<file path="src/rtl/alu_issue_stage_if.sv">
// Port bundle for the ALU issue stage: decoder handshake, write-back
// forwarding port and the registered operand bundle toward the ALU.
interface alu_issue_stage_if #(
    parameter int XLEN   = 32,
    parameter int REG_AW = 5
);
    logic              flush;
    logic              in_valid;
    logic              in_ready;
    logic [2:0]        in_alu_control;
    logic [REG_AW-1:0] in_rs1;
    logic [REG_AW-1:0] in_rs2;
    logic [XLEN-1:0]   in_rs1_data;
    logic [XLEN-1:0]   in_rs2_data;
    logic [XLEN-1:0]   in_imm;
    logic [REG_AW-1:0] in_rd;
    logic              in_reg_write;
    logic              wb_valid;
    logic [REG_AW-1:0] wb_rd;
    logic [XLEN-1:0]   wb_data;
    logic              out_valid;
    logic              out_ready;
    logic [XLEN-1:0]   src_a;
    logic [XLEN-1:0]   src_b;
    logic [2:0]        alu_control;
    logic [REG_AW-1:0] out_rd;
    logic              out_reg_write;
    logic              illegal_op;

    // The stage itself.
    modport slave (
        input  flush, in_valid, in_alu_control, in_rs1, in_rs2, in_rs1_data,
               in_rs2_data, in_imm, in_rd, in_reg_write, wb_valid, wb_rd,
               wb_data, out_ready,
        output in_ready, out_valid, src_a, src_b, alu_control, out_rd,
               out_reg_write, illegal_op
    );

    // Decoder / ALU side environment.
    modport master (
        output flush, in_valid, in_alu_control, in_rs1, in_rs2, in_rs1_data,
               in_rs2_data, in_imm, in_rd, in_reg_write, wb_valid, wb_rd,
               wb_data, out_ready,
        input  in_ready, out_valid, src_a, src_b, alu_control, out_rd,
               out_reg_write, illegal_op
    );
endinterface

</file>
<file path="src/rtl/alu_issue_stage.sv">
// ALU issue stage: operand select, write-back forwarding and a 2-entry
// skid buffer (main + skid) so in_ready comes straight from a flop.
module alu_issue_stage #(
    parameter int XLEN   = 32,
    parameter int REG_AW = 5
) (
    input  logic                 clk,
    input  logic                 rst_n,
    alu_issue_stage_if.slave     bus
);
    typedef struct packed {
        logic [2:0]        op;
        logic [XLEN-1:0]   a;
        logic [XLEN-1:0]   b;
        logic [REG_AW-1:0] rs1;
        logic [REG_AW-1:0] rs2;
        logic [REG_AW-1:0] rd;
        logic              b_reg;
        logic              rw;
    } entry_t;

    // Replace any register-sourced operand that the active write-back targets.
    function automatic entry_t fwd(input entry_t e, input logic wv,
                                   input logic [REG_AW-1:0] wrd,
                                   input logic [XLEN-1:0] wd);
        entry_t r = e;
        if (wv && wrd != '0) begin
            if (e.rs1 == wrd)            r.a = wd;
            if (e.b_reg && e.rs2 == wrd) r.b = wd;
        end
        return r;
    endfunction

    entry_t main_q, main_d, skid_q, skid_d, cap;
    logic   main_vld_q, main_vld_d, skid_vld_q, skid_vld_d;
    logic   in_ready_q, in_ready_d, illegal_q, illegal_d;
    logic   accept, drain, illegal_in;

    assign accept     = bus.in_valid && in_ready_q;
    assign drain      = main_vld_q && bus.out_ready;
    assign illegal_in = (bus.in_alu_control == 3'b001);

    // NOTE: every always_comb output gets a default first so no path can infer a latch.
    always_comb begin
        cap       = '0;
        cap.op    = illegal_in ? 3'b000 : bus.in_alu_control;
        cap.rs1   = bus.in_rs1;
        cap.rs2   = bus.in_rs2;
        cap.rd    = bus.in_rd;
        cap.b_reg = (bus.in_alu_control[2:1] != 2'b11);
        cap.a     = bus.in_rs1_data;
        cap.b     = cap.b_reg ? bus.in_rs2_data : bus.in_imm;
        cap.rw    = bus.in_reg_write && !illegal_in && (bus.in_rd != '0);
        cap       = fwd(cap, bus.wb_valid, bus.wb_rd, bus.wb_data);
    end

    always_comb begin
        main_d     = fwd(main_q, bus.wb_valid, bus.wb_rd, bus.wb_data);
        skid_d     = fwd(skid_q, bus.wb_valid, bus.wb_rd, bus.wb_data);
        main_vld_d = main_vld_q;
        skid_vld_d = skid_vld_q;
        illegal_d  = illegal_q;
        if (bus.flush) begin
            main_vld_d = 1'b0;
            skid_vld_d = 1'b0;
        end else begin
            if (accept && illegal_in) illegal_d = 1'b1;
            if (!main_vld_q || drain) begin
                // A full skid implies in_ready was low, so no accept can collide.
                if (skid_vld_q) begin
                    main_d     = skid_d;
                    main_vld_d = 1'b1;
                    skid_vld_d = 1'b0;
                end else if (accept) begin
                    main_d     = cap;
                    main_vld_d = 1'b1;
                end else begin
                    main_vld_d = 1'b0;
                end
            end else if (accept) begin
                skid_d     = cap;
                skid_vld_d = 1'b1;
            end
        end
        in_ready_d = !skid_vld_d;
    end

    // NOTE: state flops use non-blocking assignments so all registers update together.
    always_ff @(posedge clk or negedge rst_n) begin
        if (!rst_n) begin
            main_q     <= '0;
            skid_q     <= '0;
            main_vld_q <= 1'b0;
            skid_vld_q <= 1'b0;
            in_ready_q <= 1'b1;
            illegal_q  <= 1'b0;
        end else begin
            main_q     <= main_d;
            skid_q     <= skid_d;
            main_vld_q <= main_vld_d;
            skid_vld_q <= skid_vld_d;
            in_ready_q <= in_ready_d;
            illegal_q  <= illegal_d;
        end
    end

    assign bus.in_ready      = in_ready_q;
    assign bus.out_valid     = main_vld_q;
    assign bus.src_a         = main_q.a;
    assign bus.src_b         = main_q.b;
    assign bus.alu_control   = main_q.op;
    assign bus.out_rd        = main_q.rd;
    assign bus.out_reg_write = main_q.rw;
    assign bus.illegal_op    = illegal_q;
endmodule

</file>
<file path="src/flat_wrapper.sv">
// flat-port wrapper written by rule: the top's interface ports become plain ports
module alu_issue_stage_flat 
#(
    parameter int XLEN   = 32,
    parameter int REG_AW = 5
)
  (clk, rst_n, bus_flush, bus_in_valid, bus_in_alu_control, bus_in_rs1, bus_in_rs2, bus_in_rs1_data, bus_in_rs2_data, bus_in_imm, bus_in_rd, bus_in_reg_write, bus_wb_valid, bus_wb_rd, bus_wb_data, bus_out_ready, bus_in_ready, bus_out_valid, bus_src_a, bus_src_b, bus_alu_control, bus_out_rd, bus_out_reg_write, bus_illegal_op);
  alu_issue_stage_if #(.XLEN(XLEN), .REG_AW(REG_AW)) bus_i ();
  input  logic clk;
  input  logic rst_n;
  input wire logic [$bits(bus_i.flush)-1:0] bus_flush;
  input wire logic [$bits(bus_i.in_valid)-1:0] bus_in_valid;
  input wire logic [$bits(bus_i.in_alu_control)-1:0] bus_in_alu_control;
  input wire logic [$bits(bus_i.in_rs1)-1:0] bus_in_rs1;
  input wire logic [$bits(bus_i.in_rs2)-1:0] bus_in_rs2;
  input wire logic [$bits(bus_i.in_rs1_data)-1:0] bus_in_rs1_data;
  input wire logic [$bits(bus_i.in_rs2_data)-1:0] bus_in_rs2_data;
  input wire logic [$bits(bus_i.in_imm)-1:0] bus_in_imm;
  input wire logic [$bits(bus_i.in_rd)-1:0] bus_in_rd;
  input wire logic [$bits(bus_i.in_reg_write)-1:0] bus_in_reg_write;
  input wire logic [$bits(bus_i.wb_valid)-1:0] bus_wb_valid;
  input wire logic [$bits(bus_i.wb_rd)-1:0] bus_wb_rd;
  input wire logic [$bits(bus_i.wb_data)-1:0] bus_wb_data;
  input wire logic [$bits(bus_i.out_ready)-1:0] bus_out_ready;
  output wire logic [$bits(bus_i.in_ready)-1:0] bus_in_ready;
  output wire logic [$bits(bus_i.out_valid)-1:0] bus_out_valid;
  output wire logic [$bits(bus_i.src_a)-1:0] bus_src_a;
  output wire logic [$bits(bus_i.src_b)-1:0] bus_src_b;
  output wire logic [$bits(bus_i.alu_control)-1:0] bus_alu_control;
  output wire logic [$bits(bus_i.out_rd)-1:0] bus_out_rd;
  output wire logic [$bits(bus_i.out_reg_write)-1:0] bus_out_reg_write;
  output wire logic [$bits(bus_i.illegal_op)-1:0] bus_illegal_op;
  assign bus_i.flush = bus_flush;
  assign bus_i.in_valid = bus_in_valid;
  assign bus_i.in_alu_control = bus_in_alu_control;
  assign bus_i.in_rs1 = bus_in_rs1;
  assign bus_i.in_rs2 = bus_in_rs2;
  assign bus_i.in_rs1_data = bus_in_rs1_data;
  assign bus_i.in_rs2_data = bus_in_rs2_data;
  assign bus_i.in_imm = bus_in_imm;
  assign bus_i.in_rd = bus_in_rd;
  assign bus_i.in_reg_write = bus_in_reg_write;
  assign bus_i.wb_valid = bus_wb_valid;
  assign bus_i.wb_rd = bus_wb_rd;
  assign bus_i.wb_data = bus_wb_data;
  assign bus_i.out_ready = bus_out_ready;
  assign bus_in_ready = bus_i.in_ready;
  assign bus_out_valid = bus_i.out_valid;
  assign bus_src_a = bus_i.src_a;
  assign bus_src_b = bus_i.src_b;
  assign bus_alu_control = bus_i.alu_control;
  assign bus_out_rd = bus_i.out_rd;
  assign bus_out_reg_write = bus_i.out_reg_write;
  assign bus_illegal_op = bus_i.illegal_op;
  alu_issue_stage #(.XLEN(XLEN), .REG_AW(REG_AW)) u_core (.clk(clk), .rst_n(rst_n), .bus(bus_i));
endmodule
</file>
<file path="config.mk">
export PLATFORM = sky130hd
export DESIGN_NAME = alu_issue_stage_flat
export DESIGN_NICKNAME = d
export VERILOG_FILES = /design/src/rtl/alu_issue_stage_if.sv /design/src/rtl/alu_issue_stage.sv /design/src/flat_wrapper.sv
export SDC_FILE = /design/constraint.sdc
export NUM_CORES = 1
export LEC_CHECK = 0
export CAP_MARGIN = 5
export CORE_UTILIZATION = 45
export DETAILED_ROUTE_END_ITERATION = 8
export GPL_ROUTABILITY_DRIVEN = 0
export GPL_TIMING_DRIVEN = 0
export HOLD_SLACK_MARGIN = 0.15
export PLACE_DENSITY = 0.71
export SYNTH_ARGS = -nofsm -noshare
export SYNTH_HDL_FRONTEND = slang
export SYNTH_SLANG_ARGS = --single-unit
</file>
<file path="constraint.sdc">
create_clock -name clk -period 2.2 [get_ports clk]
set_input_delay 0.33 -clock clk [delete_from_list [all_inputs] [get_ports clk]]
set_output_delay 0.33 -clock clk [all_outputs]
set_load 0.01 [all_outputs]
</file>
==> impl_metrics.env, run 1 <==
export IMPL_outcome="finished, final reports clean"
export IMPL_firstDrtPassIters=6
export IMPL_synth_top_area_share=0.360
export IMPL_final_area_mm2=0.0152
export IMPL_num_vias=10500
export IMPL_io_buffers=195
export IMPL_cts_sinks=172
export IMPL_hold_class="in2reg"
export IMPL_antenna_found_initial=2
export IMPL_drt_antenna_violating_nets=0
export IMPL_grt_overflow=0
export IMPL_grt_usage=0.278
export IMPL_ys_types=50
export IMPL_floorplan_initialDensity=0.457
export IMPL_timing_rr_end="u_core.skid_q[41]"
export IMPL_clkPwrFrac=0.248
export IMPL_grt_pass1_vias=10200
export IMPL_dp_hpwl_um=26200
export IMPL_postSynthAreaPerCell_um2=9.99
export IMPL_reg2regPathDepth=6
export IMPL_layout_drive_gt1_share=0.248
export IMPL_crit_path_end_kind="flip-flop"
export IMPL_synth_net_count=1348
export IMPL_fin_cells=1773
export IMPL_synth_ff_type="dfrtp_1"
export IMPL_r2r_setup_slack_ps=50
export IMPL_clk_latency_ps=440
export IMPL_core_area_mm2=0.0260
export IMPL_dpl_cell_area_mm2=0.0143
export IMPL_routedWlPerCell_um=21.2
export IMPL_timing_final_crit_share=0.986
export IMPL_p_seq_frac=0.395
export IMPL_seq_area_frac_synth=0.362
export IMPL_synth_seq_cells=172
export IMPL_internal_power_w=0.00838
export IMPL_max_slew_worst_pin_slew_ps=709
export IMPL_holdPathEnd="u_core.skid_q[8]"
export IMPL_worstHoldStart="bus_in_rs2[1]"
export IMPL_async_reset_ff_frac=1.00
export IMPL_syn_area_mm2=0.0119
export IMPL_die_w_um=165
export IMPL_root_buffer="clkbuf_16"
export IMPL_period_needed_ps=2170
export IMPL_hold_depth=3
export IMPL_yosys_area_top_type="dfrtp_1"
export IMPL_path_clk_slew_ps=70
export IMPL_cts_buffer_depth=2
export IMPL_grt_pass1_wl_um=57400
export IMPL_p_leak_nw=6.54
export IMPL_final_nets=1582
export IMPL_ctsHtreeMaxLevel=4
export IMPL_synthTopCellsByCount="dfrtp_1 (171), mux2i_1 (127), nor2_1 (126)"
export IMPL_cp_max_fo=10
export IMPL_place_ws_ps=-1180
export IMPL_hold_viol=0
export IMPL_setup_violations=0
export IMPL_ios=234
export IMPL_final_setup_worst_slack_ps=30.5
export IMPL_p_per_area_mw_per_mm2=800
export IMPL_drtIter0Drc=890
export IMPL_max_cap_viol_count=0
export IMPL_slew_headroom=0.528
export IMPL_crit_required_ps=2580
export IMPL_critical_path_class="in2reg"
export IMPL_drc=0
export IMPL_wirelength_um=37600
export IMPL_drv_slew=0
export IMPL_worstPathArrival_ps=2550
export IMPL_cts_tree="yes"
export IMPL_synth_area_leaders="dfrtp_1 (36%), mux2i_1 (11%), buf_4 (4.9%)"
export IMPL_num_rows=59
export IMPL_numCtsBuffers=17
export IMPL_grt_max_degree=93
export IMPL_fmax_mhz=461
export IMPL_ir_drop_v=0.000452
export IMPL_cp_start_kind="input port"
export IMPL_synth_most_common_cell="dfrtp_1"
export IMPL_area_growth_pct=28.3
export IMPL_power_switching_w=0.00383
export IMPL_comb_power_share=0.357
export IMPL_synth_edf_count=0
export IMPL_synth_warnings=0
export IMPL_die_h_um=165
export IMPL_finalSetupTns_ps=0
export IMPL_clock_skew_ps=8.78
export IMPL_dpl_cell_count=1721
export IMPL_p_sw_frac=0.314
export IMPL_fp_dieArea_mm2=0.0271
export IMPL_r2r_start="u_core.skid_q[11]"
export IMPL_viasPerCell=5.92
export IMPL_syn_instance_count=1190
## placed cells by master, fill, tap and decap left out, types with 33 or more instances in the layout
cell type / n
clkdlybuf4s50_1: 188
clkbuf_2: 40
or3_1: 34
o31ai_1: 33
mux2i_1: 126
clkbuf_1: 57
buf_4: 95
a22oi_1: 38
o221a_2: 33
dfrtp_1: 171
nor2_1: 125
nand3_1: 34
nand2_1: 64
## per-stage QoR
step	util	hold WS, ps	total power [W]
finish	0.587	210	0.0122
global route	0.587	223	0.0128
CTS	0.582	345	0.0121
detailed placement	0.550	375	0.00906
global placement	0.549	451	0.00894
floorplan	-	34.4	0.00748
## worst max-delay path by stage
stage / startpoint / endpoint / slack (ps) / cells after the start
floorplan: bus_wb_rd[4] / u_core.skid_q[47] / 80 / 8
global placement: rst_n / u_core.skid_q[4] / -6790 / 1
detailed placement: bus_in_valid / u_core.skid_q[48] / -1180 / 8
CTS: bus_in_rs2[4] / u_core.skid_q[46] / 0.5 / 8
global route: u_core.skid_q[14] / u_core.bus.src_a[21] / -20 / 8
finish: bus_wb_rd[2] / u_core.skid_q[51] / 30 / 9
## area by class of cell
type / count / area [um^2]
Fill cell: 2277 / 10700
Multi-Input combinational cell: 801 / 6450
Sequential cell: 172 / 4310
Timing Repair Buffer: 216 / 2170
Buffer: 214 / 1320
Clock buffer: 19 / 443
Tap cell: 335 / 419
Clock inverter: 13 / 133
Inverter: 2 / 7.51
Antenna cell: 1 / 2.50
## critical path: stages
cell	delay (ps)
buf_4	170
or4_4	550
o21ai_4	210
buf_6	210
nor4_4	60
buf_4	150
mux2i_4	310
buf_2	320
o221a_2	230
## layer usage
| metal | routed length (um) | vias up | GRT usage |
|---|---|---|---|
| met4 | 1190 | 2 | 0.103 |
| met2 | 17800 | 455 | 0.449 |
| met3 | 2410 | 83 | 0.0455 |
| met5 | 11 | - | 0 |
| li1 | - | 4794 | - |
| met1 | 16200 | 5166 | 0.375 |
## logic make-up after synthesis
group                     synth area share
DFF                                  0.362
xor gates and xnor gates            0.0221
muxes                                0.181
buffers and inverters                0.106
and+or+nand+nor                      0.131
AOI/OAI and AO/OA                    0.198
## repair_timing
item	in CTS	in global routing
resized for setup	44	60
endpoints found under the setup margin	155	156
buffers inserted	10	8
gates cloned	0	1
pin swaps	8	5
hold buffers	1	0
endpoints found under the hold margin	80	0
## power by group through the flow
stage / Clock [W] / Combinational [W] / Sequential (W)
after floorplan: 0 / 0.00281 / 0.00466
final: 0.00303 / 0.00435 / 0.00482
after CTS: 0.00304 / 0.00431 / 0.00479
after global placement: 0 / 0.00412 / 0.00481
after detailed placement: 0 / 0.00423 / 0.00484
after global routing: 0.00317 / 0.00470 / 0.00492
## flip-flops by register name (all words and copies together), names as in the netlist
register                  flops
u_core.skid_vld_q             1
u_core.main_q                11
u_core.bus.src_b             32
u_core.bus.src_a             32
u_core.bus.out_rd             5
u_core.bus.illegal_op         1
u_core.bus.alu_control        3
u_core.bus.in_ready           1
u_core.skid_q                84
u_core.bus.out_reg_write      1
u_core.bus.out_valid          1
Power figures use the tool's default switching activity.
==> run 2: changes to the inputs <==
Settings changed: SKIP_CTS_REPAIR_TIMING set to 1.
==> impl_metrics.env, run 2 (synthesis gave the netlist of run 1 again) <==
export IMPL_outcome="complete, but fails checks"
export IMPL_violations="setup timing"
export IMPL_largest_register_ffs=84
export IMPL_core_area_mm2=0.0260
export IMPL_clock_skew_ps=12.2
export IMPL_fp_dieArea_mm2=0.0271
export IMPL_dpl_cell_count=1721
export IMPL_cp_start_kind="flip-flop"
export IMPL_ir_drop_v=0.000454
export IMPL_hold_viol=0
export IMPL_hold_class="in2reg"
export IMPL_slew_headroom=0.541
export IMPL_hold_depth=3
export IMPL_worstPathArrival_ps=2490
export IMPL_reg2regPathDepth=5
export IMPL_rsz0062_at_grt="yes"
export IMPL_drv_slew=0
export IMPL_place_ws_ps=-1180
export IMPL_ctsHtreeMaxLevel=4
export IMPL_grt_pass1_vias=10200
export IMPL_critical_path_class="reg2reg"
export IMPL_p_leak_nw=6.49
export IMPL_cts_sinks=172
export IMPL_routed_top_layer="met5"
export IMPL_path_clk_slew_ps=70
export IMPL_num_vias=10500
export IMPL_floorplan_initialDensity=0.457
export IMPL_wl_met1_um=16400
export IMPL_clk_latency_ps=450
export IMPL_cts_tree="yes"
export IMPL_wirelength_um=37600
export IMPL_firstDrtPassIters=8
export IMPL_grt_pass1_wl_um=57200
export IMPL_finalPower_w=0.0122
export IMPL_drtIter0Drc=897
export IMPL_p_per_area_mw_per_mm2=802
export IMPL_cp_max_fo=10
export IMPL_final_area_mm2=0.0152
export IMPL_dpl_cell_area_mm2=0.0143
export IMPL_drt_antenna_violating_nets=0
export IMPL_hold_worst_slack_ps=209
export IMPL_grt_overflow=0
export IMPL_final_common_cell="clkdlybuf4s50_1"
export IMPL_setup_violations=1
export IMPL_dp_hpwl_um=26200
export IMPL_max_cap_viol_count=0
export IMPL_die_h_um=165
export IMPL_wl_met3_um=2320
export IMPL_antenna_found_initial=1
export IMPL_crit_path_end_kind="flip-flop"
export IMPL_root_buffer="clkbuf_16"
export IMPL_io_buffers=195
export IMPL_routedWlPerCell_um=21.3
export IMPL_top_register="u_core.skid_q"
export IMPL_met2WireLength_um=17900
export IMPL_cts_buffer_depth=2
export IMPL_num_rows=59
export IMPL_grt_max_degree=93
export IMPL_nFillCells=2280
export IMPL_timing_final_crit_share=1.00
export IMPL_max_slew_worst_pin_slew_ps=688
export IMPL_mostFrequentLayoutCells="clkdlybuf4s50_1 (188), dfrtp_1 (171), mux2i_1 (127), nor2_1 (125), buf_4 (92)"
export IMPL_area_growth_pct=28.0
export IMPL_final_setup_worst_slack_ps=-8.08
export IMPL_ios=234
export IMPL_crit_required_ps=2480
export IMPL_period_needed_ps=2210
export IMPL_final_nets=1580
export IMPL_fmax_mhz=453
export IMPL_n_antenna_cell=0
export IMPL_grt_usage=0.277
export IMPL_fin_cells=1770
export IMPL_die_w_um=165
export IMPL_viasPerCell=5.95
export IMPL_drc=0
export IMPL_numCtsBuffers=17
export IMPL_layout_drive_gt1_share=0.238
run 2: cell count changes in the layout (fill, tap and decap cells not counted), sizes merged:
cell	change
buf	-5
clkbuf	+3
diode	-1
run 2: layout make-up:
type	count	area, um^2	area share
Tap cell	335	419	0.0275
Timing Repair Buffer	214	2160	0.142
Sequential cell	172	4310	0.283
Multi-Input combinational cell	801	6440	0.423
Clock buffer	19	443	0.0291
Buffer	214	1310	0.0862
Clock inverter	13	133	0.00871
Inverter	2	7.51	0.000493
run 2: critical path, stage by stage, from the launching register on:
cell      delay (ps)
dfrtp_1          400
nand2b_1         230
and2_1           170
clkbuf_1         520
buf_1            550
a221oi_1         180
run 2: power breakdown:
part / internal, W / total, W / switching (W)
clock: 0.00162 / 0.00304 / 0.00142
combinational: 0.00257 / 0.00435 / 0.00178
sequential: 0.00418 / 0.00482 / 0.000640
total: 0.00837 / 0.0122 / 0.00384
run 2: final timing paths:
path | startpoint | endpoint | slack [ps]
max in group asynchronous | rst_n | u_core.bus.in_ready | 820
min | bus_in_rs2[1] | u_core.skid_q[8] | 210
max reg2reg | u_core.bus.out_valid | u_core.bus.src_b[8] | -8
min in group asynchronous | rst_n | u_core.bus.src_a[14] | 440
max | u_core.bus.out_valid | u_core.bus.src_b[8] | -8
min reg2reg | u_core.bus.illegal_op | u_core.bus.illegal_op | 460
run 2: stage by stage:
step,utilization,TNS [ps]
4_1_cts,0.572,-79010
3_3_place_gp,0.549,-1296840
5_1_grt,0.586,-1980
3_5_place_dp,0.550,-141030
6_report,0.586,-8.08
2_1_floorplan,-,0
run 2: per-layer routing:
layer | vias to the layer above | track usage
met5 | - | 0
met4 | 2 | 0.103
met3 | 70 | 0.0467
met2 | 451 | 0.446
met1 | 5215 | 0.372
li1 | 4797 | -
==> run 3: changes to the inputs <==
Settings changed: ABC_CLOCK_PERIOD_IN_PS set to 2200, TNS_END_PERCENT set to 50.
==> impl_metrics.env, run 3 (synthesis gave the netlist of run 1 again) <==
export IMPL_core_area_mm2=0.0260
export IMPL_numCtsBuffers=17
export IMPL_cts_buffer_depth=2
export IMPL_crit_required_ps=2480
export IMPL_mostFrequentLayoutCells="clkdlybuf4s50_1 (188), dfrtp_1 (171), mux2i_1 (127), nor2_1 (125), buf_4 (92)"
export IMPL_cts_sinks=172
export IMPL_timing_final_crit_share=1.00
export IMPL_fp_dieArea_mm2=0.0271
export IMPL_num_rows=59
export IMPL_max_cap_viol_count=0
export IMPL_routedWlPerCell_um=21.3
export IMPL_cp_max_fo=10
export IMPL_critical_path_class="reg2reg"
export IMPL_crit_family="buffers and inverters"
export IMPL_slowest_delay_ps=550
export IMPL_ios=234
export IMPL_viasPerCell=5.94
export IMPL_num_vias=10500
export IMPL_finalSetupTns_ps=0
export IMPL_final_nets=1580
export IMPL_setup_violations=0
export IMPL_max_slew_worst_pin_slew_ps=687
export IMPL_nFillCells=2280
export IMPL_die_h_um=165
export IMPL_cp_start_kind="flip-flop"
export IMPL_rsz0062_at_grt="yes"
export IMPL_worstPathArrival_ps=2480
export IMPL_drv_slew=0
export IMPL_p_per_area_mw_per_mm2=802
export IMPL_wirelength_um=37600
export IMPL_layout_drive_gt1_share=0.238
export IMPL_ctsHtreeMaxLevel=4
export IMPL_ir_drop_v=0.000455
export IMPL_grt_max_degree=93
export IMPL_floorplan_initialDensity=0.457
export IMPL_path_clk_slew_ps=70
export IMPL_drtIter0Drc=897
export IMPL_p_leak_nw=6.49
export IMPL_grt_pass1_wl_um=57200
export IMPL_cts_tree="yes"
export IMPL_clk_latency_ps=450
export IMPL_grt_usage=0.277
export IMPL_n_antenna_cell=0
export IMPL_dp_hpwl_um=26200
export IMPL_largest_register_ffs=84
export IMPL_crit_buf_inv=2
export IMPL_outcome="finished, final reports clean"
export IMPL_path_cells="nand2b_1, and2_1, clkbuf_1, buf_1, a221oi_1"
export IMPL_crit_path_end_kind="flip-flop"
export IMPL_fin_util=0.586
export IMPL_firstDrtPassIters=6
export IMPL_period_needed_ps=2200
export IMPL_antenna_found_initial=1
export IMPL_grt_pass1_vias=10200
export IMPL_drt_antenna_violating_nets=0
export IMPL_grt_overflow=0
export IMPL_crit_slowest_cell="buf_1"
export IMPL_top_register="u_core.skid_q"
export IMPL_fmax_mhz=455
export IMPL_hold_class="in2reg"
export IMPL_clock_skew_ps=12.1
export IMPL_area_growth_pct=28.0
export IMPL_die_w_um=165
export IMPL_hold_viol=0
export IMPL_root_buffer="clkbuf_16"
export IMPL_final_common_cell="clkdlybuf4s50_1"
export IMPL_io_buffers=195
export IMPL_drc=0
export IMPL_slew_headroom=0.542
## run 3: cell count changes in the layout (fill, tap and decap cells not counted), sizes merged
| cell | change |
|---|---|
| buf | -1 |
| clkbuf | +1 |
## run 3: cell type report
cell class                      count  area, um^2  area share
Multi-Input combinational cell    801        6440       0.423
Sequential cell                   172        4310       0.283
Timing Repair Buffer              214        2160       0.142
Buffer                            214        1310      0.0862
Clock buffer                       19         443      0.0291
Tap cell                          335         419      0.0275
Clock inverter                     13         133     0.00871
Inverter                            2        7.51    0.000493
## run 3: worst paths after layout
path | slack (ps) | end | start | depth (start not counted)
worst max-delay path | 0.6 | u_core.bus.src_b[8] | u_core.bus.out_valid | 5
worst min-delay path | 210 | u_core.skid_q[8] | bus_in_rs2[1] | 3
worst max register to register | 0.6 | u_core.bus.src_b[8] | u_core.bus.out_valid | 5
worst min register to register | 460 | u_core.bus.illegal_op | u_core.bus.illegal_op | 2
max in group asynchronous | 820 | u_core.bus.in_ready | rst_n | 3
min in group asynchronous | 440 | u_core.bus.src_a[14] | rst_n | 2
## run 3: through the flow
| stage | setup WS (ps) | hold WS (ps) | total power [W] | area (um^2) | std cells |
|---|---|---|---|---|---|
| after detailed placement | -1180 | 375 | 0.00906 | 14300 | 1721 |
| after global routing | -83.4 | 223 | 0.0128 | 15200 | 1770 |
| final | 0.558 | 208 | 0.0122 | 15200 | 1770 |
| after CTS | -849 | -95.2 | 0.0121 | 14900 | 1753 |
| after global placement | -6790 | 451 | 0.00894 | 14300 | 1720 |
| after floorplan | 83.3 | 34.4 | 0.00748 | 11900 | 1190 |
## run 3: worst register-to-register path: stages (launching register included)
cell      delay, ps
dfrtp_1         400
nand2b_1        240
and2_1          170
clkbuf_1        500
buf_1           550
a221oi_1        180
## run 3: per-layer routing
metal,up-vias,GRT usage,share of wire
met5,-,0,0.00029
met4,2,0.103,0.026
met3,63,0.0467,0.064
met2,450,0.446,0.48
met1,5197,0.372,0.43
li1,4795,-,-
## run 3: power by group
part	switching, W	leakage [nW]	total [W]	internal [W]
clock	0.00142	0.280	0.00304	0.00162
sequential	0.000642	1.94	0.00482	0.00418
combinational	0.00178	4.28	0.00435	0.00257
total	0.00384	6.49	0.0122	0.00837
